**config.mk**
```make
export PLATFORM = sky130hd
export DESIGN_NAME = iir_df1_sequencer_flat
export DESIGN_NICKNAME = d
export VERILOG_FILES = /design/src/rtl/iir_pkg.sv /design/src/rtl/iir_df1_sequencer_if.sv /design/src/rtl/iir_coef_bank.sv /design/src/rtl/iir_df1_sequencer.sv /design/src/flat_wrapper.sv
export SDC_FILE = /design/constraint.sdc
export NUM_CORES = 1
export LEC_CHECK = 0
export BUFFER_PORTS_ARGS = -buffer_cell sky130_fd_sc_hd__buf_2
export CAP_MARGIN = 10
export CORE_ASPECT_RATIO = 1.5
export CORE_MARGIN = 1.5
export CORE_UTILIZATION = 45
export DETAILED_ROUTE_END_ITERATION = 8
export PLACE_DENSITY = 0.65
export SLEW_MARGIN = 20
export SYNTH_ARGS = -nofsm -noshare
export SYNTH_HDL_FRONTEND = slang
export SYNTH_SLANG_ARGS = --single-unit
```
**constraint.sdc**
```tcl
create_clock -name clk -period 6.05 [get_ports clk]
set_input_delay 0.605 -clock clk [delete_from_list [all_inputs] [get_ports clk]]
set_output_delay 0.605 -clock clk [all_outputs]
set_load 0.01 [all_outputs]
```
**src/rtl/iir_pkg.sv**
```systemverilog
// Shared types, widths and fixed-point conversions for the DF-I IIR sequencer.
package iir_pkg;

  localparam int W    = 16;
  localparam int FRAC = 11;
  localparam int ACCW = 20;

  localparam logic [W-1:0] SM_MAX = 16'h7FFF;

  typedef enum logic [1:0] {IDLE, MAC, OUT} state_t;

  // Sign-magnitude to two's complement, sign-extended to the accumulator width.
  // A magnitude of zero maps to zero whatever the sign bit says.
  function automatic logic signed [ACCW-1:0] sm_to_tc(input logic [W-1:0] sm);
    logic signed [ACCW-1:0] mag;
    mag = {{(ACCW-W+1){1'b0}}, sm[W-2:0]};
    return sm[W-1] ? -mag : mag;
  endfunction

  // Two's complement accumulator to sign-magnitude, clamped to +/-SM_MAX.
  // Zero always comes out with a clear sign bit.
  function automatic logic [W-1:0] tc_to_sm_sat(input logic signed [ACCW-1:0] v);
    logic signed [ACCW-1:0] lim;
    logic signed [ACCW-1:0] mag;
    logic [W-1:0]           res;
    lim = {{(ACCW-W+1){1'b0}}, SM_MAX[W-2:0]};
    mag = v[ACCW-1] ? -v : v;
    if (v > lim)
      res = SM_MAX;
    else if (v < -lim)
      res = {1'b1, SM_MAX[W-2:0]};
    else
      res = {v[ACCW-1], mag[W-2:0]};
    return res;
  endfunction

endpackage

```
**src/rtl/iir_df1_sequencer_if.sv**
```systemverilog
// Sample stream, coefficient write port and shared-multiplier operand bus.
interface iir_df1_sequencer_if;
  import iir_pkg::*;

  logic         in_valid;
  logic         in_ready;
  logic [W-1:0] in_data;
  logic         out_valid;
  logic         out_ready;
  logic [W-1:0] out_data;
  logic         coef_we;
  logic [2:0]   coef_addr;
  logic [W-1:0] coef_data;
  logic [W-1:0] mul_a;
  logic [W-1:0] mul_b;
  logic [W-1:0] mul_p;

  // Environment side: sample source, sink, coefficient writer and multiplier.
  modport master (
    output in_valid, in_data, out_ready, coef_we, coef_addr, coef_data, mul_p,
    input  in_ready, out_valid, out_data, mul_a, mul_b
  );

  // Filter side.
  modport slave (
    input  in_valid, in_data, out_ready, coef_we, coef_addr, coef_data, mul_p,
    output in_ready, out_valid, out_data, mul_a, mul_b
  );

endinterface

```
**src/rtl/iir_coef_bank.sv**
```systemverilog
// Coefficient register file: b0..b(NB-1) at 0..NB-1, a1..aNA at NB..NB+NA-1.
// Read address is the tap counter, so tap k reads its own coefficient directly.
module iir_coef_bank
  import iir_pkg::*;
#(
  parameter int NB = 3,
  parameter int NA = 2
) (
  input  logic         clk,
  input  logic         rst,
  input  logic         we,
  input  logic [2:0]   addr,
  input  logic [W-1:0] data,
  input  logic [2:0]   raddr,
  output logic [W-1:0] rdata
);

  localparam int NT = NB + NA;

  logic [W-1:0] coef [NT];

  // Write port; addresses beyond the last tap match no entry and are dropped.
  always_ff @(posedge clk or posedge rst) begin
    if (rst) begin
      for (int i = 0; i < NT; i++) coef[i] <= '0;
    end else if (we) begin
      for (int i = 0; i < NT; i++)
        if (addr == 3'(i)) coef[i] <= data;
    end
  end

  // Combinational read port indexed by the tap counter.
  always_comb begin
    rdata = '0;
    for (int i = 0; i < NT; i++)
      if (raddr == 3'(i)) rdata = coef[i];
  end

endmodule

```
**src/rtl/iir_df1_sequencer.sv**
```systemverilog
// Time-multiplexed direct-form-I IIR section driving an external shared
// sign-magnitude multiplier: one tap per cycle, wide accumulate, saturated
// sign-magnitude output over valid/ready.
module iir_df1_sequencer
  import iir_pkg::*;
#(
  parameter int NB = 3,
  parameter int NA = 2
) (
  input logic                 clk,
  input logic                 rst,
  input logic                 clr,
  iir_df1_sequencer_if.slave  bus
);

  localparam logic [2:0] NB_K   = 3'(NB);
  localparam logic [2:0] LAST_K = 3'(NB + NA - 1);

  state_t                 state, state_nxt;
  logic [2:0]             k;
  logic signed [ACCW-1:0] acc;
  logic signed [ACCW-1:0] term;
  logic signed [ACCW-1:0] sum;
  logic [W-1:0]           x [NB];
  logic [W-1:0]           y [NA];   // y[0] holds y[n-1]
  logic [W-1:0]           out_reg;
  logic [W-1:0]           coef_rd;
  logic                   accept;
  logic                   last;
  logic                   coef_we_ok;

  assign accept     = (state == IDLE) && bus.in_valid;
  assign last       = (state == MAC) && (k == LAST_K);
  assign coef_we_ok = bus.coef_we && (state == IDLE) && !clr;

  assign bus.in_ready  = (state == IDLE);
  assign bus.out_valid = (state == OUT);
  assign bus.out_data  = out_reg;

  iir_coef_bank #(.NB(NB), .NA(NA)) u_coef (
    .clk   (clk),
    .rst   (rst),
    .we    (coef_we_ok),
    .addr  (bus.coef_addr),
    .data  (bus.coef_data),
    .raddr (k),
    .rdata (coef_rd)
  );

  // State register.
  always_ff @(posedge clk or posedge rst) begin
    if (rst) state <= IDLE;
    else     state <= state_nxt;
  end

  // Next-state: accept -> MAC for NB+NA taps -> OUT until taken; clr wins.
  always_comb begin
    state_nxt = state;
    case (state)
      IDLE:    if (bus.in_valid)  state_nxt = MAC;
      MAC:     if (k == LAST_K)   state_nxt = OUT;
      OUT:     if (bus.out_ready) state_nxt = IDLE;
      default: state_nxt = IDLE;
    endcase
    if (clr) state_nxt = IDLE;
  end

  // Operand select: feedforward taps pair b[k] with x[k], feedback taps pair
  // a[k-NB+1] with y[k-NB+1]; both operands idle at zero outside MAC.
  always_comb begin
    bus.mul_a = '0;
    bus.mul_b = '0;
    if (state == MAC) begin
      bus.mul_a = coef_rd;
      for (int i = 0; i < NB; i++)
        if (k == 3'(i)) bus.mul_b = x[i];
      for (int j = 0; j < NA; j++)
        if (k == 3'(NB + j)) bus.mul_b = y[j];
    end
  end

  // Product into the accumulator; feedback taps subtract.
  always_comb begin
    term = sm_to_tc(bus.mul_p);
    sum  = (k >= NB_K) ? (acc - term) : (acc + term);
  end

  // Delay lines, accumulator, tap counter and output register.
  always_ff @(posedge clk or posedge rst) begin
    if (rst) begin
      for (int i = 0; i < NB; i++) x[i] <= '0;
      for (int j = 0; j < NA; j++) y[j] <= '0;
      acc     <= '0;
      k       <= '0;
      out_reg <= '0;
    end else if (clr) begin
      for (int i = 0; i < NB; i++) x[i] <= '0;
      for (int j = 0; j < NA; j++) y[j] <= '0;
      acc <= '0;
      k   <= '0;
    end else begin
      if (accept) begin
        for (int i = NB - 1; i > 0; i--) x[i] <= x[i-1];
        x[0] <= bus.in_data;
        acc  <= '0;
        k    <= '0;
      end
      if (state == MAC) begin
        acc <= sum;
        k   <= k + 3'd1;
        if (last) out_reg <= tc_to_sm_sat(sum);
      end
      if ((state == OUT) && bus.out_ready) begin
        for (int j = NA - 1; j > 0; j--) y[j] <= y[j-1];
        y[0] <= out_reg;
      end
    end
  end

endmodule

```
**src/flat_wrapper.sv**
```systemverilog
// flat-port wrapper written by rule: the top's interface ports become plain ports
module iir_df1_sequencer_flat import iir_pkg::*;
#(
  parameter int NB = 3,
  parameter int NA = 2
)
  (clk, rst, clr, bus_in_valid, bus_in_data, bus_out_ready, bus_coef_we, bus_coef_addr, bus_coef_data, bus_mul_p, bus_in_ready, bus_out_valid, bus_out_data, bus_mul_a, bus_mul_b);
  iir_df1_sequencer_if bus_i ();
  input logic clk;
  input logic rst;
  input logic clr;
  input wire logic [$bits(bus_i.in_valid)-1:0] bus_in_valid;
  input wire logic [$bits(bus_i.in_data)-1:0] bus_in_data;
  input wire logic [$bits(bus_i.out_ready)-1:0] bus_out_ready;
  input wire logic [$bits(bus_i.coef_we)-1:0] bus_coef_we;
  input wire logic [$bits(bus_i.coef_addr)-1:0] bus_coef_addr;
  input wire logic [$bits(bus_i.coef_data)-1:0] bus_coef_data;
  input wire logic [$bits(bus_i.mul_p)-1:0] bus_mul_p;
  output wire logic [$bits(bus_i.in_ready)-1:0] bus_in_ready;
  output wire logic [$bits(bus_i.out_valid)-1:0] bus_out_valid;
  output wire logic [$bits(bus_i.out_data)-1:0] bus_out_data;
  output wire logic [$bits(bus_i.mul_a)-1:0] bus_mul_a;
  output wire logic [$bits(bus_i.mul_b)-1:0] bus_mul_b;
  assign bus_i.in_valid = bus_in_valid;
  assign bus_i.in_data = bus_in_data;
  assign bus_i.out_ready = bus_out_ready;
  assign bus_i.coef_we = bus_coef_we;
  assign bus_i.coef_addr = bus_coef_addr;
  assign bus_i.coef_data = bus_coef_data;
  assign bus_i.mul_p = bus_mul_p;
  assign bus_in_ready = bus_i.in_ready;
  assign bus_out_valid = bus_i.out_valid;
  assign bus_out_data = bus_i.out_data;
  assign bus_mul_a = bus_i.mul_a;
  assign bus_mul_b = bus_i.mul_b;
  iir_df1_sequencer #(.NB(NB), .NA(NA)) u_core (.clk(clk), .rst(rst), .clr(clr), .bus(bus_i));
endmodule
```
; After elaboration in Yosys (flattened, before gate mapping)
; Cells that the tools add are included.
[totals]
word_cells = 87
ram_bits = 0
mem_bits_ro = 0
memories = 0
inputBits = 57
reg_bits = 201
output_inout_bits = 50
latch_bits = 0
[op_classes]
mul = 0
magnitude_cmp = 3
shift = 0
mux = 32
n_bitwise = 1
div_mod_pow = 0
n_reduce_logical = 19
eq_ne = 13
addsub = 5
[op_table]
columns = op, n
row1 = $mux 16, 14
row2 = $mux 20, 5
row3 = $mux 48, 2
row4 = $mux 32, 2
row5 = $add 20x20->20, 1
row6 = $gt 20x16->1 const B, 1
row7 = $lt 20x16->1 const B, 1
row8 = $neg 15->20, 1
row9 = $sub 20x20->20, 1
row10 = $mux 15, 1
row11 = $neg 15->15, 1
row12 = $eq 3x2->1 const B, 4
row13 = $reduce_and 2->1, 5
row14 = $mux 3, 3
row15 = $mux 2, 4
row16 = $eq 3x1->1 const B, 2
row17 = $eq 3x3->1 const B, 2
row18 = $logic_not 3->1, 2
row19 = $ne 3x3->1 const B, 2
row20 = $pmux 2 s3, 1
row21 = $reduce_and 3->1, 2
row22 = $logic_and 1x1->1, 5
row23 = $reduce_bool 2->1, 2
row24 = $add 3x1->3 const B, 1
row25 = other kinds (8), 8

; Logic depth before layout (Yosys ltp)
[logic_depth]
word_depth = 8
ltp_mapped = 29
ltp_nobuf = 26

; Cells and area by module
; A second synthesis with hierarchy kept.
[unflattened]
hier_cells = 1116
hier_area_um2 = 11348.4
[modules_own_cells]
columns = mod, instances, cells_each, seq_area_each_um2, area_per_inst_um2
row1 = iir_df1_sequencer, 1, 864, 3027.9, 7649.8
row2 = iir_coef_bank, 1, 252, 2001.9, 3698.5

; Worst setup path before layout
; OpenSTA, ideal clock, no wires.
[synth_path]
path_type = input-to-reg
start = input bus_mul_p[1]
end = register u_core.out_reg[13], in the netlist u_core.bus.out_data[13]
setup_slack_ns = -0.087
n_path_buf = 3
required_ns = 5.921
setup_ns = 0.129
path_stages = 26
arrival_time_ns = 6.008
cell_sequence = clkbuf_1 -> inv_1 -> ha_1 -> clkbuf_1 -> nor4bb_1 -> mux2i_1 -> mux2_2 -> nor3_1 -> and3_1 -> a21oi_1 -> a21oi_1 -> o21ai_0 -> ha_1 -> or3_1 -> o211ai_1 -> mux2_2 -> a311o_1 -> nor4b_1 -> nand3_1 -> ha_1 -> or3_1 -> a21oi_1 -> mux2i_1 -> buf_4 -> o32ai_1 -> a21oi_1
[synth_via]
elab_chain_cells = 8
word_cells_on_any_way = 11
classes_between = add/sub (4) / order compare (2) / mux (5)
[synth_rtl]
columns = element, line
row1 = from (decl), flat_wrapper.sv:18  ; input wire logic [$bits(bus_i.mul_p)-1:0] bus_mul_p;
row2 = $neg 15->20, iir_pkg.sv:17  ; return sm[W-1] ? -mag : mag;
row3 = $mux 20 *, iir_pkg.sv:17
row4 = $add 20x20->20 or $sub 20x20->20 (tied branches), iir_df1_sequencer.sv:85  ; sum = (k >= NB_K) ? (acc - term) : (acc + term);
row5 = $mux 20 *, iir_df1_sequencer.sv:85
row6 = $neg 15->15, iir_pkg.sv:27  ; mag = v[ACCW-1] ? -v : v;
row7 = $mux 15, iir_pkg.sv:27
row8 = $mux 16, iir_pkg.sv:30  ; else if (v < -lim)
row9 = $mux 16 *, iir_pkg.sv:28  ; if (v > lim)
row10 = to (signal assigned), iir_df1_sequencer.sv:111  ; if (last) out_reg <= tc_to_sm_sat(sum);
row11 = to (decl), iir_df1_sequencer.sv:26  ; logic [W-1:0] out_reg;
; Every way passes the cells marked *; elsewhere a longest branch is shown, timed or not.
; A chain may end at the register's enable or synchronous reset.

; Final worst setup path
[layout_path]
start = register u_core.k[0]
end = register u_core.out_reg[2], in the netlist u_core.bus.out_data[2]
[layout_via]
elab_chain_cells = 6
word_cells_on_any_way = 11
classes_between = add/sub (1) / order compare (3) / eq/ne (1) / mux (4) / reduce/logical (2)
[layout_rtl]
columns = element, line
row1 = from (decl), iir_df1_sequencer.sv:20  ; logic [2:0] k;
row2 = from (signal assigned), iir_df1_sequencer.sv:110  ; k <= k + 3'd1;
row3 = $ge 3x2->1, iir_df1_sequencer.sv:85
row4 = $mux 20, iir_df1_sequencer.sv:85
row5 = $neg 15->15, iir_pkg.sv:27
row6 = $mux 15, iir_pkg.sv:27
row7 = $mux 16, iir_pkg.sv:30
row8 = $mux 16, iir_pkg.sv:28
; Parallel ways exist; a longest one is shown, timed or not.

==> impl_results.md <==
- Synth top area share: 43.8%
- CP startpoint kind: register
- First-pass GRT wire length: ~51 mm
- Slew at the pin closest to its max-slew limit: 1.03 ns
- Crit path DAT: 6.06 ns
- Most frequent cells in the layout: nand2_1 (212), dfrtp_1 (201), a21oi_1 (146)
- Largest net degree at the start of global routing: approximately 160
- Synth area leaders: dfrtp_1 (44%), mux2_2 (8.0%), nand2_1 (7.0%), a21oi_1 (6.4%), a211oi_1 (5.0%)
- Width of the die: ~130 um
- Starting Density: a little under half
- Routability congestion estimate: 0.907
- Drt pass-1 iters: 4
- Avg Cell Area, Syn: 9.10 um^2
- Lkg Pwr: roughly 0.0061 uW
- Synth Flop Type: dfrtp_1
- Met3 wire length: 1.13 mm
- Most common cell after layout, fill and taps aside: nand2_1
- Synth warnings: 0
- CP Class: register to register
- Fmax achieved: 176 MHz
- CTS tree: done
- DRT met1 WL: 12.6 mm
- RSZ-0062 raised after global routing: false
- CTS Sinks: between 200 and 250
- Final number of setup-violating endpoints: 0
- Mapped Area: 11500 um^2
- Synthesized net count: about 1300
- Diode count: 0
- Worst-path clk slew: 0.07 ns
- Share of cells above drive strength 1: 25.9%
- Post-route DRC violation count: 0
- PortBufs: about 110
- Worst-Skew Late Latency: 0.49 ns
- Clock Tree Buf Depth: 3
- Post-layout util: 54.5%
- P&R area growth vs syn: 18.9%
- Routed Antenna Nets: 0
- Status: finished, final reports clean
- Routed wl met2: 16.6 mm
- Vias in the first global route: 9958
- Critical Path RT: 6.42 ns
- Tmin final: 5.68 ns
- Fin cells: 1759
- Final setup TNS: 0 ns
- Clock root cell: clkbuf_16
- Worst VDD drop: about 0.00019 V
- # rows: 71
- Final worst path period share: 93.9%
- Hold_buf cts: 0
- Worst slew margin: 31.2%
- WL final: 31.2 mm
- Overall routing resource usage: around a quarter
- WL/cell: 17.7 um
- Power Density: 279 nW/um^2
- Die area: around 27000 um^2
- Yosys top cell by area: dfrtp_1
- Vert. Die Dim: 199 um
- Flops & latches, synth: 201
- Fin. max-slew vios: 0
- Number of synthesized flops with an enable pin: 0
- Core area: around 25000 um^2
- Antenna violations before repair: 0
- Crit path capture type: register
- CP Max Fanout: 7
- Ys async rst share: between 90% and 100%
- Final nets: 1504
- Layout Skew: approximately 0.0087 ns
- Min-Delay Path Class: primary input to async pin
- Sequential cell area fraction in the yosys report: approximately 44%
- H-Tree Level Count: 1
- Endpoints failing hold: 0
- Count of cell types in the netlist: 77
- Highest metal used: met4
- Cts bufs inserted: 19
- Placed Cells: 1725
- Max-cap violations: 0
- Grt ovf: 0
- First DRT Iteration DRCs: 601
- Drt via density: about 5.7
- Routed via count: 9992
- Syn Inst Count: 1262
- HPWL after detailed placement: 21.9 mm
- Ports: 107
## cell type report
| class | instances | area [um^2] |
|---|---|---|
| fillers | 2303 | 11400 |
| multi-input cells | 958 | 6150 |
| flip-flops and latches | 201 | 5030 |
| repair buffers | 221 | 1410 |
| clock buffers | 30 | 547 |
| well taps | 328 | 410 |
| inverters | 18 | 73.8 |
| clock inverters | 3 | 43.8 |
## critical path: stages (launching register included)
cell and delay, ns:
dfrtp_1 0.45, ha_1 0.23, ha_2 0.18, a211oi_1 0.21
buf_4 0.22, xnor2_1 0.15, nand2_1 0.14, xor2_1 0.18
ha_1 0.34, o21a_1 0.19, o31a_1 0.15, o2111ai_2 0.29
a21oi_1 0.15, o21a_1 0.20, or3_1 0.34, a2111oi_2 0.39
buf_4 0.18, a21oi_1 0.06, nand3_1 0.09, ha_1 0.25
or3_1 0.43, a21oi_1 0.14, mux2i_1 0.17, buf_4 0.22
a21oi_1 0.16, a211oi_2 0.06
## per-stage QoR
step | setup WS (ns) | total power [uW] | hold slack [ns] | cell area [um^2]
after floorplan | -0.0191 | 2270 | 0.440 | 11500
after global placement | -0.0141 | 2640 | 0.468 | 13000
after detailed placement | -0.124 | 2660 | 0.477 | 13000
after CTS | 0.171 | 3830 | 0.333 | 13600
after global routing | 0.00138 | 4020 | 0.346 | 13700
final | 0.367 | 3810 | 0.298 | 13700
## flip-flops by register name, summed over array words and instances (netlist names)
| signal | count |
|---|---|
| u_core.acc | 20 |
| u_core.x | 48 |
| u_core.bus.out_data | 16 |
| u_core.y | 32 |
| u_core.k | 3 |
| u_core.state | 2 |
| u_core.u_coef.coef | 80 |
## synthesized netlist by cell type (8+ instances only)
cell type	number
xor2_1	20
ha_1	27
inv_1	17
xnor2_1	26
a211oi_1	76
mux2_2	82
and3_1	8
or3_1	11
a22oi_1	33
nor3_1	20
a22o_1	8
o21ai_0	35
dfrtp_1	201
a21oi_1	146
nor2_1	119
nand2_1	215
clkbuf_1	78
## per-layer routing
metal  vias up  global-route usage [%]
met2       214                    45.1
li1       4840                       -
met4         0                    7.61
met5         -                       0
met3        47                    2.42
met1      4891                    27.8
## kinds of logic (layout without fill, tap and decap cells)
kind of cell	after synthesis	after routing	synth area share, %
simple gates	427	427	16.2
flops	201	201	43.8
mux	87	87	8.47
compound gates	369	369	21.2
xor+xnor	47	47	3.75
buf+inv	103	272	3.51
fa+ha+maj	28	28	3.11
## power breakdown
part	total, uW	switching, uW	internal (uW)
Combinational	1040	547	497
Clock	1160	496	664
Sequential	1600	97.2	1500
Total	3810	1140	2670
## path summary, 6_finish.rpt
path | startpoint | slack, ns | endpoint | cells past startpoint
max reg2reg | u_core.k[0]$_DFFE_PP0P_ | 0.37 | u_core.bus.out_data[2]$_DFFE_PP0P_ | 25
min in group clk | bus_in_data[14] | 0.34 | u_core.x[46]$_DFFE_PP0P_ | 3
max | u_core.k[0]$_DFFE_PP0P_ | 0.37 | u_core.bus.out_data[2]$_DFFE_PP0P_ | 25
min reg2reg | u_core.acc[0]$_DFFE_PP0P_ | 0.49 | u_core.acc[0]$_DFFE_PP0P_ | 2
min | rst | 0.30 | u_core.x[35]$_DFFE_PP0P_ | 2
max in group asynchronous | rst | 4.43 | u_core.u_coef.coef[2]$_DFFE_PP0P_ | 3
## what timing repair did
item	CTS	global route
buffers inserted	0	1
resized for setup	0	9
endpoints found under the setup margin	0	14
hold endpoints to repair	0	0
(Power assumes the default switching activity.)
